===== config.mk =====
export PLATFORM = sky130hd
export DESIGN_NAME = mem_rd_arbiter
export DESIGN_NICKNAME = d
export VERILOG_FILES = /design/src/rtl/mem_rd_arbiter.sv
export SDC_FILE = /design/constraint.sdc
export NUM_CORES = 1
export LEC_CHECK = 0
export BUFFER_PORTS_ARGS = -buffer_cell sky130_fd_sc_hd__buf_2
export CELL_PAD_IN_SITES_DETAIL_PLACEMENT = 0
export CELL_PAD_IN_SITES_GLOBAL_PLACEMENT = 1
export CORE_UTILIZATION = 40
export DETAILED_ROUTE_END_ITERATION = 8
export PLACE_DENSITY_LB_ADDON = 0.1
export SLEW_MARGIN = 10
export SYNTH_ARGS = -nofsm -noshare
export SYNTH_HDL_FRONTEND = slang
export SYNTH_SLANG_ARGS = --single-unit

===== constraint.sdc =====
create_clock -name clk -period 3.4 [get_ports clk]
set_input_delay 0 -clock clk [delete_from_list [all_inputs] [get_ports clk]]
set_output_delay 0 -clock clk [all_outputs]
set_load 0.05 [all_outputs]

===== src/rtl/mem_rd_arbiter.sv =====
// Read-port arbiter between the current-block loader and the reference-row
// loader sharing a single memory read port.
//
// Ports:
//   clk, rst_n            clock, asynchronous active-low reset
//   curr_req/curr_len     current-block burst request (held until curr_gnt) and length
//   ref_req/ref_len       reference-row burst request (held until ref_gnt) and length
//   ref_urgent            reference loader wins a tie regardless of round-robin order
//   mem_rd_ready          memory accepts the offered read beat this cycle
//   mem_rd_en             read beat offered (a burst is in progress)
//   curr_gnt/ref_gnt      one-cycle registered grant pulse
//   curr_beat/ref_beat    a beat for that owner was accepted this cycle
//   burst_done            registered pulse the cycle after the last beat is accepted
//   owner                 0 = current loader, 1 = reference loader (valid while busy)
//   busy                  same as mem_rd_en
//
// Bursts are never pre-empted. A length of 0 means 64 beats. Every burst ends
// with at least one idle cycle before the next grant.
module mem_rd_arbiter #(
  parameter int unsigned LEN_W = 7
) (
  input  logic             clk,
  input  logic             rst_n,
  input  logic             curr_req,
  input  logic [LEN_W-1:0] curr_len,
  input  logic             ref_req,
  input  logic [LEN_W-1:0] ref_len,
  input  logic             ref_urgent,
  input  logic             mem_rd_ready,
  output logic             mem_rd_en,
  output logic             curr_gnt,
  output logic             ref_gnt,
  output logic             curr_beat,
  output logic             ref_beat,
  output logic             burst_done,
  output logic             owner,
  output logic             busy
);

  typedef enum logic [1:0] {
    StIdle,
    StGntCurr,
    StGntRef
  } state_e;

  localparam logic [LEN_W-1:0] ZeroLenBeats = LEN_W'(64);
  localparam logic [LEN_W-1:0] OneBeat      = LEN_W'(1);

  state_e           state_q, state_d;
  logic [LEN_W-1:0] beat_cnt_q, beat_cnt_d;
  logic             last_owner_q, last_owner_d;
  logic             burst_done_q, burst_done_d;
  logic             curr_gnt_q, curr_gnt_d;
  logic             ref_gnt_q, ref_gnt_d;
  // Holds off arbitration for the first edge after reset release so the
  // earliest grant lands on the second rising edge.
  logic             armed_q;

  logic             beat_acc;
  logic             pick_ref;

  assign mem_rd_en = (state_q != StIdle);
  assign busy      = mem_rd_en;
  assign owner     = (state_q == StGntRef);
  assign beat_acc  = mem_rd_en & mem_rd_ready;
  assign curr_beat = beat_acc & (state_q == StGntCurr);
  assign ref_beat  = beat_acc & (state_q == StGntRef);

  assign curr_gnt   = curr_gnt_q;
  assign ref_gnt    = ref_gnt_q;
  assign burst_done = burst_done_q;

  // ref wins when it is alone, when urgent, or when curr owned the last burst.
  assign pick_ref = ref_req & (~curr_req | ref_urgent | ~last_owner_q);

  always_comb begin
    state_d      = state_q;
    beat_cnt_d   = beat_cnt_q;
    last_owner_d = last_owner_q;
    burst_done_d = 1'b0;
    curr_gnt_d   = 1'b0;
    ref_gnt_d    = 1'b0;

    unique case (state_q)
      StIdle: begin
        if (armed_q && (curr_req || ref_req)) begin
          if (pick_ref) begin
            state_d      = StGntRef;
            ref_gnt_d    = 1'b1;
            last_owner_d = 1'b1;
            beat_cnt_d   = (ref_len == '0) ? ZeroLenBeats : ref_len;
          end else begin
            state_d      = StGntCurr;
            curr_gnt_d   = 1'b1;
            last_owner_d = 1'b0;
            beat_cnt_d   = (curr_len == '0) ? ZeroLenBeats : curr_len;
          end
        end
      end
      StGntCurr, StGntRef: begin
        if (beat_acc) begin
          beat_cnt_d = beat_cnt_q - OneBeat;
          if (beat_cnt_q == OneBeat) begin
            state_d      = StIdle;
            burst_done_d = 1'b1;
          end
        end
      end
      default: begin
        state_d = StIdle;
      end
    endcase
  end

  always_ff @(posedge clk or negedge rst_n) begin
    if (!rst_n) begin
      state_q      <= StIdle;
      beat_cnt_q   <= '0;
      last_owner_q <= 1'b1;
      burst_done_q <= 1'b0;
      curr_gnt_q   <= 1'b0;
      ref_gnt_q    <= 1'b0;
      armed_q      <= 1'b0;
    end else begin
      state_q      <= state_d;
      beat_cnt_q   <= beat_cnt_d;
      last_owner_q <= last_owner_d;
      burst_done_q <= burst_done_d;
      curr_gnt_q   <= curr_gnt_d;
      ref_gnt_q    <= ref_gnt_d;
      armed_q      <= 1'b1;
    end
  end

endmodule


==> reports/qor.txt <==
Synthesis-stage register bit count - 14
GP Congestion - 0.9134
Top-area cell type share of the netlist area - 0.3394
Final setup violation count - 0
Number of H-tree levels - 1
VDD IR max - 438.2 µV
CTS tree - done
Nets - 153
Drt wl/cell - 13.94 µm
Final Critical Period - 1859 ps
CP Cell Sequence - inv_1 -> ha_1 -> nor2b_2 -> nand4_1 -> xnor2_1 -> a211o_1
Register area - 351.6 µm²
Avg Cell Area, Syn - 9.584 µm²
Initial DRC count - 16
Worst-Skew Late Latency - 280 ps
FF-to-FF Start - state_q[0]$_DFFE_PN0P_
Final Slew Violations - 0
Synthesis Warnings - 0
Max Cap Viol - 0
Aggregate routed wire length - 2160 µm
Hold Buf Count CTS - 1
Tcrit/Tclk final - 0.5468
I/O pin count - 28
Crit path DAT - 2030 ps
CP Capture Type - register
Largest net degree at the start of global routing - 15
Worst slew margin - 0.6302
Initial Utilization - 0.4291
PD cells - 773.9 mW/mm²
Clock root cell - clkbuf_4
Mapped Nets - 125
Post-Syn Instances - 100
Startpoint types - register
Most numerous cell in the Yosys netlist - dfrtp_1
Vias - 835
Post-DR vias/cell - 5.387
Worst Setup SP - state_q[0]$_DFFE_PN0P_
Postcts setup bufs - 0
Cell taking the most area after synthesis - dfrtp_1
Fill cell count - 215
Outcome - completed
DRC Markers - 0
Post-DRT Antenna Nets - 0
CP delay by family, top - simple AND/OR/NAND/NOR gates
Post-Syn Area - 958.4 µm²
Final hold slack - 36.39 ps
Num CTS Buffers - 3
Resized cells post-CTS - 0
Row count - 17
Clock Tree Buf Depth - 2
Gr ovfl total - 0
Layout cells sized above 1 - 0.3071
Final core occ - 0.5081
Global-route wire length before repair - 3801 µm
Register area share after synthesis - 0.3668
Final instance area - 0.001135 mm²
Hold Path Class - primary input to register
Core Footprint - 0.002233 mm²
Initial antenna violation count - 0
Hold_sp - curr_len[3]
Die height - 50.95 µm
Area of the multi-input gates - 544.3 µm²
Slowest stage delay, CP - 390 ps
Area delta synth->final - 18.41%
Worst slew pin tran - 547.0 ps
Total Power - 0.8782 mW
Die width - 50.95 µm
TNS Setup - 0 ps
Peak fanout along the critical path - 10
LEAKAGE - 0.5392 nW
Placed instance area - 0.001089 mm²
Die ar. - 0.002596 mm²
RSZ-0062 raised after global routing - false
Library cells used by synthesis - 39
Final Hold Viols - 0
Fmax - 0.5379 GHz
Critical path type - register to register
Clk slew on worst S/H paths - 90 ps
EDFF count, synth - 0
Async S/R FF share, synth - 1.000
Drt pass-1 iters - 4
Worst Path Buf+Inv - 1
Commonest cells in the netlist - dfrtp_1 (13), nor2_1 (8), nand2_1 (6), nand3_1 (6)
CTS sink count - 14
PortBufs - 27
Clk_skew - 2.117 ps
Slowest cell on the critical path - dfrtp_1
All-Layer GR Usage - 0.2001
Hpwl dp - 1759 µm
Vias in the first global route - 872
CP required - 3570 ps
Antenna Cells - 0
Top cells by area, synth - dfrtp_1 (34%), ha_1 (6.5%), mux2i_1 (5.2%)
Most used DFF post-synth - dfrtp_1
layer usage:
layer | track usage | wire length (µm) | vias up
li1 | - | - | 409
met1 | 0.2523 | 1022 | 389
met2 | 0.3246 | 999 | 31
met3 | 0.02679 | 92 | 6
met4 | 0.1157 | 46 | 0
met5 | 0 | 0 | -
power by group:
part	leakage (nW)	internal (mW)	switching (mW)	total [mW]
Combinational	0.342	0.172	0.290	0.462
Sequential	0.176	0.230	0.0656	0.296
Clock	0.0210	0.0652	0.0557	0.121
kinds of logic after synthesis:
logic type,count (synthesis),share of synthesized area
XOR/XNOR,4,0.03655
multiplexers,5,0.05222
other,1,0.003913
AO/OA/AOI/OAI,20,0.1632
adder cells (fa/ha/maj),5,0.06527
flip-flops,14,0.3668
buffers and inverters,11,0.06527
AND/OR/NAND/NOR,40,0.2468
area by class of cell:
cell class                 instances  area share
multi-input combinational         75      0.4796
sequential                        14      0.3098
timing repair buffer              28      0.1279
clock buffer                       4     0.03197
tap                               28     0.03087
inverter                           6     0.01985
path summary, 6_finish.rpt:
path / slack, ps / cells after the start / endpoint
max: 1540 / 6 / beat_cnt_q[6]$_DFFE_PN0P_
min reg2reg: 520 / 1 / last_owner_q$_DFFE_PN1P_
max in group asynchronous: 2980 / 2 / last_owner_q$_DFFE_PN1P_
min: 40 / 3 / beat_cnt_q[3]$_DFFE_PN0P_
min in group asynchronous: 130 / 2 / state_q[0]$_DFFE_PN0P_
max reg2reg: 1540 / 6 / beat_cnt_q[6]$_DFFE_PN0P_
tightest hold or removal path: stages:
cell and delay, ps:
buf_2 90, a21oi_1 60, o22ai_1 120
cells in the final DEF, fill, tap and decap left out, drive strengths merged, types with 2 or more instances in the layout:
cell type  instances
nand2              6
nor4               2
nand3b             2
nand3              6
o21ai              2
a21oi              3
and2               3
o211ai             6
buf               27
xnor2              4
nor4b              3
o22ai              2
mux2i              5
or2                3
clkbuf             4
dfrtp             13
nand4              3
inv                6
ha                 5
nor2               8
metrics by stage:
stage                     setup slack, ps  std cells
final                                1541        155
after global routing                 1399        155
after CTS                            1531        155
after detailed placement             1547        150
after global placement               1628        150
after floorplan                      1831        100
flip-flops by register name, summed over array words and instances (netlist names):
name and flops:
ref_gnt 1, state_q 2, curr_gnt 1, last_owner_q 1
burst_done 1, beat_cnt_q 7, armed_q 1
Note: power is estimated with default switching activity, not from simulation.
